$ cat src/rtl/coin_input_shaper.sv
// Debounces coin/start buttons, queues coin presses and replays each as a fixed-width
// pulse followed by a forced gap. Coin sequencing freezes while paused; debounce does not.
module coin_input_shaper #(
    parameter int DEB_CYC   = 120000,
    parameter int PULSE_CYC = 1200000,
    parameter int GAP_CYC   = 1200000,
    parameter int QMAX      = 3
) (
    input  logic       clk_sys,
    input  logic       reset_n,
    input  logic       paused,
    input  logic [1:0] coin_in,
    input  logic [1:0] start_in,
    output logic [1:0] coin_out,
    output logic [1:0] start_out,
    output logic [1:0] coin_busy
);

    localparam int DEB_W   = (DEB_CYC > 1) ? $clog2(DEB_CYC) : 1;
    localparam int CTR_MAX = (PULSE_CYC > GAP_CYC) ? PULSE_CYC : GAP_CYC;
    localparam int CTR_W   = (CTR_MAX > 1) ? $clog2(CTR_MAX) : 1;
    localparam int Q_W     = $clog2(QMAX + 1);

    localparam logic [DEB_W-1:0] DEB_LAST   = DEB_W'(DEB_CYC - 1);
    localparam logic [CTR_W-1:0] PULSE_LAST = CTR_W'(PULSE_CYC - 1);
    localparam logic [CTR_W-1:0] GAP_LAST   = CTR_W'(GAP_CYC - 1);
    localparam logic [Q_W-1:0]   Q_FULL     = Q_W'(QMAX);

    typedef enum logic [1:0] {
        IDLE  = 2'd0,
        PULSE = 2'd1,
        GAP   = 2'd2
    } state_t;

    // Assert asynchronously, release two clocks after reset_n rises.
    logic [1:0] rst_pipe;
    logic       rst_n;

    always_ff @(posedge clk_sys or negedge reset_n) begin
        if (!reset_n) begin
            rst_pipe <= 2'b00;
        end else begin
            rst_pipe <= {rst_pipe[0], 1'b1};
        end
    end

    assign rst_n = rst_pipe[1];

    // ---- debounce: lines [1:0] = coin, [3:2] = start ----
    logic [3:0]       raw;
    logic [3:0]       sync_p0;
    logic [3:0]       sync_p1;
    logic [3:0]       stable;
    logic [1:0]       coin_stable_d;
    logic [DEB_W-1:0] deb_cnt [4];
    logic [1:0]       coin_rise;

    assign raw = {start_in, coin_in};

    always_ff @(posedge clk_sys or negedge rst_n) begin
        if (!rst_n) begin
            sync_p0       <= '0;
            sync_p1       <= '0;
            stable        <= '0;
            coin_stable_d <= '0;
            for (int i = 0; i < 4; i++) begin
                deb_cnt[i] <= '0;
            end
        end else begin
            sync_p0       <= raw;
            sync_p1       <= sync_p0;
            coin_stable_d <= stable[1:0];
            for (int i = 0; i < 4; i++) begin
                if (sync_p1[i] != stable[i]) begin
                    if (deb_cnt[i] == DEB_LAST) begin
                        stable[i]  <= sync_p1[i];
                        deb_cnt[i] <= '0;
                    end else begin
                        deb_cnt[i] <= deb_cnt[i] + DEB_W'(1);
                    end
                end else begin
                    deb_cnt[i] <= '0;
                end
            end
        end
    end

    assign coin_rise = stable[1:0] & ~coin_stable_d;
    assign start_out = stable[3:2];

    // ---- coin queue and pulse/gap sequencer, one per channel ----
    state_t           state    [2];
    state_t           state_nx [2];
    logic [CTR_W-1:0] ctr      [2];
    logic [CTR_W-1:0] ctr_nx   [2];
    logic [Q_W-1:0]   q        [2];
    logic [Q_W-1:0]   q_nx     [2];
    logic [1:0]       deq;

    always_comb begin
        deq = 2'b00;
        for (int ch = 0; ch < 2; ch++) begin
            state_nx[ch] = state[ch];
            ctr_nx[ch]   = ctr[ch];
            q_nx[ch]     = q[ch];

            case (state[ch])
                IDLE: begin
                    if ((q[ch] != '0) && !paused) begin
                        state_nx[ch] = PULSE;
                        ctr_nx[ch]   = '0;
                        deq[ch]      = 1'b1;
                    end
                end
                PULSE: begin
                    if (!paused) begin
                        if (ctr[ch] == PULSE_LAST) begin
                            state_nx[ch] = GAP;
                            ctr_nx[ch]   = '0;
                        end else begin
                            ctr_nx[ch] = ctr[ch] + CTR_W'(1);
                        end
                    end
                end
                GAP: begin
                    if (!paused) begin
                        if (ctr[ch] == GAP_LAST) begin
                            state_nx[ch] = IDLE;
                            ctr_nx[ch]   = '0;
                        end else begin
                            ctr_nx[ch] = ctr[ch] + CTR_W'(1);
                        end
                    end
                end
                default: begin
                    state_nx[ch] = IDLE;
                    ctr_nx[ch]   = '0;
                end
            endcase

            // A press landing on the dequeue cycle simply replaces the credit taken.
            if (coin_rise[ch] && !deq[ch]) begin
                if (q[ch] != Q_FULL) begin
                    q_nx[ch] = q[ch] + Q_W'(1);
                end
            end else if (deq[ch] && !coin_rise[ch]) begin
                q_nx[ch] = q[ch] - Q_W'(1);
            end
        end
    end

    always_ff @(posedge clk_sys or negedge rst_n) begin
        if (!rst_n) begin
            coin_out <= 2'b00;
            for (int ch = 0; ch < 2; ch++) begin
                state[ch] <= IDLE;
                ctr[ch]   <= '0;
                q[ch]     <= '0;
            end
        end else begin
            for (int ch = 0; ch < 2; ch++) begin
                state[ch]    <= state_nx[ch];
                ctr[ch]      <= ctr_nx[ch];
                q[ch]        <= q_nx[ch];
                coin_out[ch] <= (state_nx[ch] == PULSE);
            end
        end
    end

    always_comb begin
        coin_busy = 2'b00;
        for (int ch = 0; ch < 2; ch++) begin
            coin_busy[ch] = (q[ch] != '0) || (state[ch] != IDLE);
        end
    end

endmodule
$ cat config.mk
export PLATFORM = sky130hd
export DESIGN_NAME = coin_input_shaper
export DESIGN_NICKNAME = d
export VERILOG_FILES = /design/src/rtl/coin_input_shaper.sv
export SDC_FILE = /design/constraint.sdc
export NUM_CORES = 1
export LEC_CHECK = 0
export ABC_CLOCK_PERIOD_IN_PS = 12400
export CAP_MARGIN = 5
export CORE_MARGIN = 5
export CORE_UTILIZATION = 50
export CTS_CLUSTER_DIAMETER = 80
export DETAILED_ROUTE_END_ITERATION = 12
export GPL_TIMING_DRIVEN = 1
export PLACE_DENSITY_LB_ADDON = 0.15
export SYNTH_ARGS = -nofsm -noshare
export SYNTH_HDL_FRONTEND = slang
export SYNTH_SLANG_ARGS = --single-unit
$ cat constraint.sdc
create_clock -name clk_sys -period 12.4 [get_ports clk_sys]
set_input_delay 3.72 -clock clk_sys [delete_from_list [all_inputs] [get_ports clk_sys]]
set_output_delay 3.72 -clock clk_sys [all_outputs]
set_load 0.005 [all_outputs]
; ---- Yosys cells after proc, flatten, opt, wreduce, memory -nomap -nowiden
; Index checks and enable logic that the tools add are counted.
[op_classes]
add_sub_neg = 10
n_eq_ne = 24
n_mux = 38
bitwise = 2
n_reduce_logical = 31
[op_table]
columns = operator, count
row1 = 17-bit two-way mux, 8
row2 = 21-bit two-way mux, 6
row3 = 21-bit case mux with 2 select lines, 2
row4 = "17-bit by 1-bit adder with 17-bit output, second input constant", 4
row5 = "17-bit equality test, second input constant", 4
row6 = "21-bit by 1-bit adder with 21-bit output, second input constant", 2
row7 = "21-bit equality test, second input constant", 2
row8 = 2-bit two-way mux, 16
row9 = 2-bit AND reduction, 8
row10 = "2-bit inequality test, second input constant", 6
row11 = 2-bit case mux with 3 select lines, 2
row12 = 2-bit nonzero test, 6
row13 = "2-bit by 1-bit equality test with 1-bit output, second input constant", 4
row14 = 1-bit logical AND, 6
row15 = 1-bit logical NOT, 5
row16 = "2-bit by 1-bit adder with 2-bit output, second input constant", 2
row17 = "2-bit equality test, second input constant", 2
row18 = 2-bit logical NOT, 2
row19 = 1-bit two-way mux, 4
row20 = 1-bit inequality test, 4
row21 = "2-bit by 1-bit inequality test with 1-bit output, second input constant", 2
row22 = 2-bit OR reduction, 2
row23 = "2-bit by 1-bit subtractor with 2-bit output, second input constant", 2
row24 = 2-bit AND, 1
row25 = other kinds (2), 3
[word_totals]
ff_bits = 136
in_bits = 7
out_inout_bits = 6
wordCells = 124

; ---- Depth between registers and ports, before layout
; Gate-level depths: netlist (run 1).
[depth]
ltp_word = 8
depth_mapped = 9
depth_no_buf = 7

; ---- Worst setup path before layout (run 1)
; No wires, ideal clock.
[synth_path]
path_kind = in2reg
startpoint = in paused
endpoint = reg ctr[32] in the netlist's numbering
setup_time_ps = 83
t_arrival_ps = 4996
required_ps = 12317
path_slack_ps = 7322
path_stages = 6
n_path_buf = 1
cell_sequence = clkdlybuf4s15_1 -> o21ai_0 -> nand2_1 -> a211o_1 -> or3_1 -> o21ai_0
[synth_between]
elab_chain_cells = 4
word_cells_on_any_way = 5
cone_classes = eq/ne: 2 / reduce/logical: 3
[synth_rtl]
columns = item, line
row1 = from (decl), 11  ; input logic paused,
row2 = 1-bit logical NOT, --
row3 = 1-bit logical AND, 109  ; if ((q[ch] != '0) && !paused) begin
row4 = 2-bit inequality test (no source line), --
row5 = 2-bit AND reduction (no source line) *, --
row6 = "to (signal, indexed assignment)", 163  ; ctr[ch] <= ctr_nx[ch];
row7 = to (decl), 94  ; logic [CTR_W-1:0] ctr [2];
; Every way passes the cells marked *; elsewhere a longest branch is shown, timed or not.
; A chain may end at the register's enable or synchronous reset.

; ---- Final worst setup path (run 1)
[layout_path]
startpoint = reg state[0] in the netlist's numbering
endpoint = out coin_busy[1]
[layout_between]
elab_chain_cells = 2
[layout_rtl]
columns = item, line
row1 = from (decl), 92  ; state_t state [2];
row2 = "from (signal, indexed assignment)", 162  ; state[ch] <= state_nx[ch];
row3 = 2-bit nonzero test, 173  ; coin_busy[ch] = (q[ch] != '0) || (state[ch] != IDLE);
row4 = 1-bit logical OR, 173
row5 = to (decl), 16  ; output logic [1:0] coin_busy
; No other way between the ends.

==> key figures, run 1 <==
Outcome
  • Run status: complete, no violations

Die
  • Die Ht: 126 um
  • I/O pins: 13
  • Row cnt: 42
  • Die footprint: 15,900 um^2
  • Initial Util: 50.9%
  • Chip Width: 126 um
  • Core area: 13,200 um^2

Power
  • Worst VDD drop: 130 uV
  • Pwr/cell area: 151 nW/um^2
  • Leakage: 3.20 nW

Yosys
  • Register area share after synthesis: 50.5%
  • Post-Syn Instances: 688
  • Dominant synthesized flop cell: dfrtp_1
  • Syn_nets: 709
  • Netlist cell types: 65
  • Flops & latches, synth: 136
  • Cell area after synthesis: 6740 um^2
  • Asr flop ratio synth: 100%
  • Synth warnings: 0
  • Post-synth EDFFs: 0
  • Average size of a mapped cell: 9.80 um^2

CTS
  • CTS Buf Count: 17
  • Root Buffer: clkbuf_16
  • Clk_lat worst skew: 0.42 ns
  • H-tree Lvls: 4
  • CTS clk-pin slew, worst paths: 0.06 ns
  • Post-CTS Setup Bufs: 0
  • TritonCTS clock tree: built
  • Hold-fix buffers, CTS: 0
  • Post-cts sizing count: 0
  • Sink Count: 136
  • Max Root-Sink Buffers: 2

Global route
  • Number of global-route vias before repair: 4,794
  • Gr usage total: 16.7%
  • Initial antenna violation count: 0
  • First-pass GRT wire length: 21.9 mm
  • Total grt overflow: 0
  • Pin count of the biggest net entering global routing: 70

Detailed routing
  • Antenna Nets Post-Route: 0
  • WL per Instance: 14.1 um
  • Via-per-instance ratio: 5.55
  • # DRC: 0
  • 1st-pass router iterations: 5
  • Final wirelength: 12.5 mm
  • Initial drt markers: 287
  • DR vias: 4,921

Cells and area
  • Final Non-Filler Cells: 887
  • Number of inserted diodes: 0
  • Area Overhead vs Synth: 12.3%
  • Fin nets: 719
  • Share of layout cells above drive strength 1: 7.17%
  • Design Area, Final: 7570 um^2
  • Core Util, Final: 57.2%

Placement
  • Port Buffer Count: 12
  • Placed Instances: 855
  • Post-Place Cell Area: 6990 um^2
  • Final HPWL DP: 8.35 mm
  • Placer congestion estimate: 0.857

Timing
  • Hold Vio Cnt, Final: 0
  • Min cycle time layout: 5.92 ns
  • Final Skew: 0.00545 ns
  • Number of setup violations in the final report: 0
  • RSZ-0062 raised after global routing: false
  • Crit share post-route: 47.7%
  • Max Transition Viols Final: 0
  • Max Freq: 0.169 GHz
  • Setup TNS Final: 0 ns
  • Relative slew margins: 23.8%
  • Hold WS: 0.351 ns
  • Least-Margin Pin Slew: 1.14 ns

Worst hold path
  • Hold path startpoint: sync_p0[2]
  • Worst Hold End: sync_p1[2]
  • Worst hold-check path type: flop to flop
  • Hold Crit Depth: 0

Critical path
  • WP data required: 8.68 ns
  • Worst reg2reg startpoint: state[0]
  • Critical path type: flop to primary output
  • Startpoint Class: flop
  • Crit path DAT: 2.20 ns
  • Worst reg2reg endpoint: ctr[11]
  • R2R Setup Slk: 9.90 ns
  • Critical Path End Type: primary output
  • Reg2reg path depth: 7
  • Biggest fanout along the worst timing path: 6

Run
  • Max cap viols: 0
[layer usage]
layer | global-route usage (%) | vias up | share of wire (%)
met4 | 7.19 | 0 | 1.7
met5 | 0 | - | 0
met3 | 4.40 | 15 | 3.4
met1 | 21.8 | 2387 | 48
met2 | 26.2 | 87 | 47
li1 | - | 2432 | -
[sequential cells by signal (all words and copies together) (netlist names)]
| signal | count |
|---|---|
| sync_p1 | 4 |
| sync_p0 | 4 |
| state | 4 |
| stable | 4 |
| deb_cnt | 68 |
| coin_out | 2 |
| rst_pipe | 2 |
| coin_stable_d | 2 |
| q | 4 |
| ctr | 42 |
[cells in the final DEF, fill, tap and decap left out, types with 3 or more instances in the layout]
| master | Yosys | routed |
|---|---|---|
| dfrtp_1 | 136 | 135 |
| and3_1 | 14 | 14 |
| clkdlybuf4s50_1 | 0 | 12 |
| nor3_1 | 21 | 21 |
| clkinvlp_4 | 0 | 4 |
| a21oi_1 | 10 | 10 |
| nand2b_1 | 7 | 7 |
| and4_1 | 11 | 11 |
| o311ai_0 | 3 | 3 |
| xnor2_1 | 44 | 44 |
| nand3_1 | 48 | 48 |
| nand4_1 | 27 | 27 |
| nor2b_1 | 5 | 5 |
| ha_1 | 14 | 14 |
| or3_1 | 6 | 6 |
| o21ai_1 | 4 | 4 |
| inv_1 | 19 | 19 |
| xor2_1 | 41 | 41 |
| o21ai_0 | 21 | 21 |
| nor2_1 | 106 | 106 |
| mux2_2 | 4 | 4 |
| nor4_1 | 11 | 11 |
| or4_1 | 4 | 4 |
| clkinv_2 | 0 | 6 |
| nand3b_1 | 3 | 3 |
| o311ai_1 | 3 | 3 |
| clkbuf_16 | 0 | 17 |
| nor4b_1 | 4 | 4 |
| nand2_1 | 55 | 55 |
[cell usage after synthesis, types with 3 or more instances]
master	number	area [um^2]
or4_1	4	30.0
nor2_1	106	398
o21ai_1	4	20.0
mux2_2	4	45.0
buf_2	3	15.0
nor2b_1	5	31.3
nand3_1	48	240
dfrtp_1	136	3400
buf_4	3	22.5
nand2b_1	7	43.8
nor4b_1	4	35.0
o311ai_1	3	26.3
nand3b_1	3	22.5
xnor2_1	44	385
or3_1	6	37.5
nand2_1	55	206
nor3_1	21	105
xor2_1	41	359
ha_1	14	175
inv_1	19	71.3
clkbuf_1	14	52.6
nor4_1	11	68.8
and4_1	11	96.3
nand4_1	27	169
a21oi_1	10	50.1
and3_1	14	87.6
o311ai_0	3	26.3
o21ai_0	21	105
[worst max path at each step]
stage	from	to	cells after the start
2_1_floorplan	paused	ctr[32]	6
3_3_place_gp	paused	ctr[32]	6
3_5_place_dp	paused	ctr[33]	6
4_1_cts	state[0]	coin_busy[1]	4
5_1_grt	state[0]	coin_busy[1]	4
6_report	state[0]	coin_busy[1]	4
[where the power goes]
part	internal [mW]	leakage, nW	switching (mW)
combinational	0.0565	1.08	0.0891
clock	0.304	0.280	0.187
sequential	0.472	1.85	0.0377
total	0.832	3.20	0.314
[worst max-delay path, cell delays in order, from the launching register on]
cell,delay [ns]
dfrtp_1,0.42
inv_1,0.12
ha_1,0.24
or3b_2,0.53
clkdlybuf4s50_1,0.47
[cell families (layout without fill, tap and decap cells)]
group | Yosys count | count (layout) | synth area share (%)
AO/OA/AOI/OAI | 63 | 63 | 6.18
XOR/XNOR | 85 | 85 | 11.0
adder cells (fa/ha/maj) | 14 | 14 | 2.60
buffers and inverters | 41 | 64 | 2.62
flip-flops | 136 | 136 | 50.5
multiplexers | 6 | 6 | 0.965
other | 1 | 1 | 0.0556
AND/OR/NAND/NOR | 342 | 342 | 26.0
[stage by stage]
| step | total power [mW] | worst slack [ns] |
|---|---|---|
| floorplan | 0.615 | 7.32 |
| global placement | 0.656 | 6.66 |
| detailed placement | 0.663 | 6.59 |
| CTS | 1.16 | 6.47 |
| global route | 1.21 | 6.41 |
| finish | 1.15 | 6.48 |
[area by class of cell]
type / instances / area (um^2)
Fill cell: 1144 / 5670
Sequential cell: 136 / 3410
Multi-Input combinational cell: 511 / 3160
Clock buffer: 19 / 453
Tap cell: 176 / 220
Clock inverter: 13 / 129
Timing Repair Buffer: 13 / 128
Inverter: 19 / 71.3
Power figures use the tool's default switching activity.
==> run 2: changes to the inputs <==
--- a/config.mk
+++ b/config.mk
@@ -5,7 +5,7 @@
 export SDC_FILE = /design/constraint.sdc
 export NUM_CORES = 1
 export LEC_CHECK = 0
-export ABC_CLOCK_PERIOD_IN_PS = 12400
+export ABC_CLOCK_PERIOD_IN_PS = 4800
 export CAP_MARGIN = 5
 export CORE_MARGIN = 5
 export CORE_UTILIZATION = 50
==> constraint.sdc (replaced) <==
create_clock -name clk_sys -period 4.8 [get_ports clk_sys]
set_input_delay 1.44 -clock clk_sys [delete_from_list [all_inputs] [get_ports clk_sys]]
set_output_delay 1.44 -clock clk_sys [all_outputs]
set_load 0.005 [all_outputs]
==> key figures, run 2 (synthesis gave the netlist of run 1 again) <==
Critical path
  • Worst path buffer plus inverter count: 2 (unchanged)
  • Crit path DAT: 2.17 ns (-0.03 ns)
  • Critical path type: flop to primary output
  • Critical Path End Type: primary output
  • Worst path top cell family by delay: buffers and inverters
  • Max stage delay on crit path: 0.53 ns (about the same)
  • Worst path cell trace: inv_1, ha_1, or3b_2, clkdlybuf4s50_1
  • Biggest fanout along the worst timing path: 6 (unchanged)
  • Startpoint Class: flop
  • Slowest-stage cell, CP: or3b_2
  • WP data required: 3.36 ns (-5.32 ns)

Placement
  • Pre-CTS WS: 1.28 ns (-5.32 ns)
  • Final HPWL DP: 8.45 mm (+1.2%)
  • Port Buffer Count: 12 (unchanged)
  • Placer congestion estimate: 0.863 (+0.65%)

CTS
  • CTS Buf Count: 17 (unchanged)
  • Sink Count: 136 (unchanged)
  • TritonCTS clock tree: built
  • Clk_lat worst skew: 0.42 ns (about the same)
  • CTS clk-pin slew, worst paths: 0.05 ns (about the same)
  • Post-CTS Setup Bufs: 0 (unchanged)
  • Root Buffer: clkbuf_16
  • Hold-fix buffers, CTS: 0 (unchanged)
  • H-tree Lvls: 4 (unchanged)
  • Max Root-Sink Buffers: 2 (unchanged)
  • Post-cts sizing count: 0 (unchanged)

Cells and area
  • Commonest non-fill, non-tap cells in the layout: dfrtp_1, nor2_1, nand2_1, nand3_1, xnor2_1
  • Number of inserted diodes: 0 (unchanged)
  • Area Overhead vs Synth: 13.2%
  • Top reg by flops: deb_cnt
  • Max FFs per register: 68 (unchanged)
  • Largest regs: deb_cnt x68, ctr x42
  • Commonest non-fill, non-tap cell in the layout: dfrtp_1
  • Fin nets: 720 (+0.14%)
  • Share of layout cells above drive strength 1: 6.74% (-0.43 points)

Power
  • Leakage: 3.24 nW (+1.2%)
  • Worst VDD drop: 241 uV (+85%)
  • Pwr/cell area: 407 nW/um^2 (+170%)
  • Power Total: 3.11 mW (+170%)

Die
  • Die footprint: 15,900 um^2 (unchanged)
  • Chip Width: 126 um (unchanged)
  • Die Ht: 126 um (unchanged)
  • Core area: 13,200 um^2 (unchanged)
  • Row cnt: 42 (unchanged)
  • Initial Util: 50.9% (unchanged)
  • I/O pins: 13 (unchanged)

Global route
  • Number of global-route vias before repair: 4,853 (+1.2%)
  • Gr usage total: 17.3% (+0.65 points)
  • Total grt overflow: 0 (unchanged)
  • Pin count of the biggest net entering global routing: 70 (unchanged)
  • Initial antenna violation count: 0 (unchanged)
  • First-pass GRT wire length: 22.8 mm (+4.3%)

Worst hold path
  • Worst hold-check path type: flop to flop

Detailed routing
  • Final wirelength: 12.9 mm (+3.7%)
  • WL per Instance: 14.6 um (+3.6%)
  • # DRC: 0 (unchanged)
  • 1st-pass router iterations: 7 (+2)
  • Initial drt markers: 351 (+22%)
  • Antenna Nets Post-Route: 0 (unchanged)
  • Via-per-instance ratio: 5.57 (+0.31%)
  • DR vias: 4,942 (+0.43%)

Timing
  • Least-Margin Pin Slew: 1.08 ns (-0.0598 ns)
  • Hold Vio Cnt, Final: 0 (unchanged)
  • Relative slew margins: 27.8% (+4.0 points)
  • Final Skew: 0.00854 ns (+0.00309 ns)
  • Setup slack after layout: 1.19 ns (-5.30 ns)
  • Setup TNS Final: 0 ns (unchanged)
  • Number of setup violations in the final report: 0 (unchanged)
  • Min cycle time layout: 3.61 ns
  • RSZ-0062 raised after global routing: false
  • Max Freq: 0.277 GHz
  • Crit share post-route: 75.2%
  • Max Transition Viols Final: 0 (unchanged)

Outcome
  • Run status: complete, no violations

Run
  • Max cap viols: 0 (unchanged)
## run 2: changes by cell type in the layout (fill, tap and decap cells not counted)
cell	previous run	this run
clkbuf_1	0	4
clkinvlp_4	4	0
buf_4	1	2
bufinv_16	2	5
clkinv_4	1	0
clkinv_2	6	4
## run 2: path summary, 6_finish.rpt
| check | depth (start not counted) | end | slack [ns] | start |
|---|---|---|---|---|
| max | 4 | coin_busy[1] | 1.19 | state[0] |
| min | 0 | sync_p1[0] | 0.35 | sync_p0[0] |
| min reg2reg | 0 | sync_p1[0] | 0.35 | sync_p0[0] |
| max in group asynchronous | 1 | rst_pipe[1] | 3.47 | reset_n |
| min in group asynchronous | 1 | sync_p1[2] | 0.49 | rst_pipe[1] |
| max reg2reg | 5 | ctr[34] | 2.27 | ctr[28] |
## run 2: layer usage
| layer | vias to the layer above | share of wire (%) | track usage [%] |
|---|---|---|---|
| li1 | 2421 | - | - |
| met1 | 2423 | 47 | 22.8 |
| met2 | 74 | 47 | 26.6 |
| met3 | 24 | 3.4 | 4.74 |
| met4 | 0 | 2.3 | 8.01 |
| met5 | - | 0 | 0 |
## run 2: per-stage QoR
| stage | hold slack [ns] | instance area (um^2) | std cells | utilization, % |
|---|---|---|---|---|
| finish | 0.347 | 7630 | 888 | 57.6 |
| global route | 0.359 | 7630 | 888 | 57.6 |
| CTS | 0.350 | 7630 | 888 | 57.6 |
| detailed placement | 0.338 | 6990 | 856 | 52.8 |
| global placement | 0.335 | 6990 | 856 | 52.8 |
| floorplan | 0.331 | 6740 | 688 | - |
## run 2: report_power, final
group	internal, mW	switching, mW	total (mW)
logic	0.147	0.242	0.389
clock network	0.945	0.466	1.41
registers	1.22	0.0883	1.31
total	2.31	0.796	3.11
## run 2: worst register-to-register path: cells and delay by family (launching register included)
| kind | cells | cell delay, ns |
|---|---|---|
| and+or+nand+nor | 4 | 1.56 |
| DFF | 1 | 0.45 |
| AOI/OAI and AO/OA | 1 | 0.38 |
## run 2: area by class of cell
class                           count  area (um^2)
Clock buffer                       23          468
Clock inverter                      9          170
Sequential cell                   136         3410
Tap cell                          176          220
Multi-Input combinational cell    511         3160
Inverter                           19         71.3
Fill cell                        1148         5610
Timing Repair Buffer               14          135
==> run 3: changes to the inputs <==
--- a/config.mk
+++ b/config.mk
@@ -5,7 +5,7 @@
 export SDC_FILE = /design/constraint.sdc
 export NUM_CORES = 1
 export LEC_CHECK = 0
-export ABC_CLOCK_PERIOD_IN_PS = 4800
+export ABC_CLOCK_PERIOD_IN_PS = 3700
 export CAP_MARGIN = 5
 export CORE_MARGIN = 5
 export CORE_UTILIZATION = 50
==> constraint.sdc (replaced) <==
create_clock -name clk_sys -period 3.7 [get_ports clk_sys]
set_input_delay 1.11 -clock clk_sys [delete_from_list [all_inputs] [get_ports clk_sys]]
set_output_delay 1.11 -clock clk_sys [all_outputs]
set_load 0.005 [all_outputs]
==> key figures, run 3 (synthesis gave the netlist of run 1 again) <==
Cells and area
  • Commonest non-fill, non-tap cell in the layout: dfrtp_1
  • Area Overhead vs Synth: 13.3% (about the same)
  • Register Area: 3410 um^2 (unchanged)
  • Design Area, Final: 7640 um^2 (about the same)
  • Number of inserted diodes: 0 (unchanged)
  • Fin nets: 722 (+0.28%)
  • Multi-input gate area: 3160 um^2 (unchanged)
  • Share of layout cells above drive strength 1: 7.28% (+0.54 points)
  • Fillers: 1,157 (+0.78%)
  • Max FFs per register: 68 (unchanged)
  • Top reg by flops: deb_cnt
  • Commonest non-fill, non-tap cells in the layout: dfrtp_1, nor2_1, nand2_1, nand3_1, xnor2_1
  • Largest regs: deb_cnt x68, ctr x42

Detailed routing
  • # DRC: 0 (unchanged)
  • 1st-pass router iterations: 6 (-1)
  • WL met2: 5.93 mm (-2.2%)
  • Via-per-instance ratio: 5.57 (about the same)
  • M1 WL: 6.05 mm (-1.0%)
  • Final wirelength: 12.7 mm (-1.7%)
  • Initial drt markers: 345 (-1.7%)
  • Met3 WL: 514 um (+16%)
  • Antenna Nets Post-Route: 0 (unchanged)
  • WL per Instance: 14.3 um (-1.9%)
  • DR top layer: met4
  • DR vias: 4,953 (+0.22%)

CTS
  • Hold-fix buffers, CTS: 0 (unchanged)
  • Clk_lat worst skew: 0.42 ns (about the same)
  • Sink Count: 136 (unchanged)
  • CTS Buf Count: 17 (unchanged)
  • TritonCTS clock tree: built
  • Post-cts sizing count: 0 (unchanged)
  • CTS clk-pin slew, worst paths: 0.06 ns (about the same)
  • H-tree Lvls: 4 (unchanged)
  • Post-CTS Setup Bufs: 0 (unchanged)
  • Max Root-Sink Buffers: 2 (unchanged)
  • Root Buffer: clkbuf_16

Power
  • Pint: 2.94 mW (+27%)
  • Leakage: 3.25 nW (+0.11%)
  • Switching Power: 1.02 mW (+28%)
  • Switch share: 25.7% (+0.13 points)
  • Worst VDD drop: 444 uV (+84%)
  • Pwr/cell area: 519 nW/um^2 (+27%)
  • Flop pwr share: 43.0% (+0.9 points)
  • Combinational share of power: 12.4% (about the same)
  • Power Total: 3.96 mW (+27%)
  • Clock share of power: 44.7% (-0.7 points)

Worst hold path
  • Worst hold-check path type: flop to flop

Global route
  • Gr usage total: 17.1% (-0.23 points)
  • Pin count of the biggest net entering global routing: 56 (-20%)
  • First-pass GRT wire length: 22.5 mm (-1.3%)
  • Initial antenna violation count: 0 (unchanged)
  • Number of global-route vias before repair: 4,844 (-0.19%)
  • Total grt overflow: 0 (unchanged)

Critical path
  • WP data required: 2.59 ns (-0.77 ns)
  • Critical path type: flop to primary output
  • Startpoint Class: flop
  • Critical Path End Type: primary output
  • Biggest fanout along the worst timing path: 6 (unchanged)
  • Crit path DAT: 2.20 ns (+0.03 ns)

Timing
  • RSZ-0062 raised after global routing: false
  • Min cycle time layout: 3.31 ns
  • Max Transition Viols Final: 0 (unchanged)
  • Relative slew margins: 25.6% (-2.2 points)
  • Hold Vio Cnt, Final: 0 (unchanged)
  • Least-Margin Pin Slew: 1.11 ns (+0.0331 ns)
  • Max Freq: 0.302 GHz
  • Crit share post-route: 89.5%
  • Setup TNS Final: 0 ns (unchanged)
  • Setup slack after layout: 0.388 ns (-0.801 ns)
  • Number of setup violations in the final report: 0 (unchanged)
  • Final Skew: 0.00600 ns (-0.00254 ns)

Placement
  • Post-Place Cell Area: 7010 um^2 (+0.21%)
  • Port Buffer Count: 12 (unchanged)
  • Placer congestion estimate: 0.796 (-7.8%)
  • Pre-CTS WS: 0.442 ns (-0.834 ns)
  • Final HPWL DP: 8.44 mm (about the same)

Die
  • Die Ht: 126 um (unchanged)
  • Die footprint: 15,900 um^2 (unchanged)
  • Initial Util: 50.9% (unchanged)
  • I/O pins: 13 (unchanged)
  • Chip Width: 126 um (unchanged)
  • Row cnt: 42 (unchanged)
  • Core area: 13,200 um^2 (unchanged)

Outcome
  • Run status: complete, no violations

Run
  • Max cap viols: 0 (unchanged)
run 3: cell count changes in the layout (fill, tap and decap cells not counted):
| cell | before | now |
|---|---|---|
| clkinv_2 | 4 | 3 |
| buf_4 | 2 | 4 |
| clkbuf_8 | 2 | 6 |
| bufinv_16 | 5 | 3 |
| clkbuf_1 | 4 | 2 |
| clkinvlp_4 | 0 | 1 |
run 3: power groups by stage:
| stage | logic (mW) | registers (mW) | clock network, mW |
|---|---|---|---|
| after floorplan | 0.361 | 1.70 | 0 |
| after global placement | 0.479 | 1.72 | 0 |
| after detailed placement | 0.495 | 1.73 | 0 |
| after CTS | 0.494 | 1.70 | 1.81 |
| after global routing | 0.562 | 1.72 | 1.88 |
| final | 0.490 | 1.70 | 1.77 |
run 3: worst max-delay path: stages (launching register included):
cell and delay, ns:
dfrtp_1 0.43, inv_1 0.10, ha_1 0.25, or3b_2 0.53
clkdlybuf4s50_1 0.48
run 3: final cells by class:
cell class | instances | area share (%)
sequential | 136 | 44.6
multi-input combinational | 511 | 41.4
clock buffer | 25 | 6.75
tap | 176 | 2.88
timing repair buffer | 16 | 1.97
clock inverter | 7 | 1.47
inverter | 19 | 0.934
run 3: worst paths after layout:
check / slack, ns / endpoint / from / cells past startpoint
max: 0.39 / coin_busy[1] / state[0] / 4
min: 0.34 / sync_p1[0] / sync_p0[0] / 0
max reg2reg: 1.23 / ctr[17] / ctr[0] / 6
min reg2reg: 0.34 / sync_p1[0] / sync_p0[0] / 0
max in group asynchronous: 2.45 / deb_cnt[30] / rst_pipe[1] / 1
min in group asynchronous: 0.36 / sync_p0[2] / rst_pipe[1] / 0
run 3: metrics by stage:
stage,util (%),instances,hold WS [ns]
finish,57.7,890,0.343
global route,57.7,890,0.362
CTS,57.7,890,0.347
detailed placement,52.9,858,0.335
global placement,52.9,858,0.334
floorplan,-,688,0.331
run 3: layer usage:
metal  track usage [%]  vias to the layer above
met5                 0                        -
met4              6.75                        0
met3              4.87                       18
met2              26.7                       91
met1              22.5                     2404
li1                  -                     2440
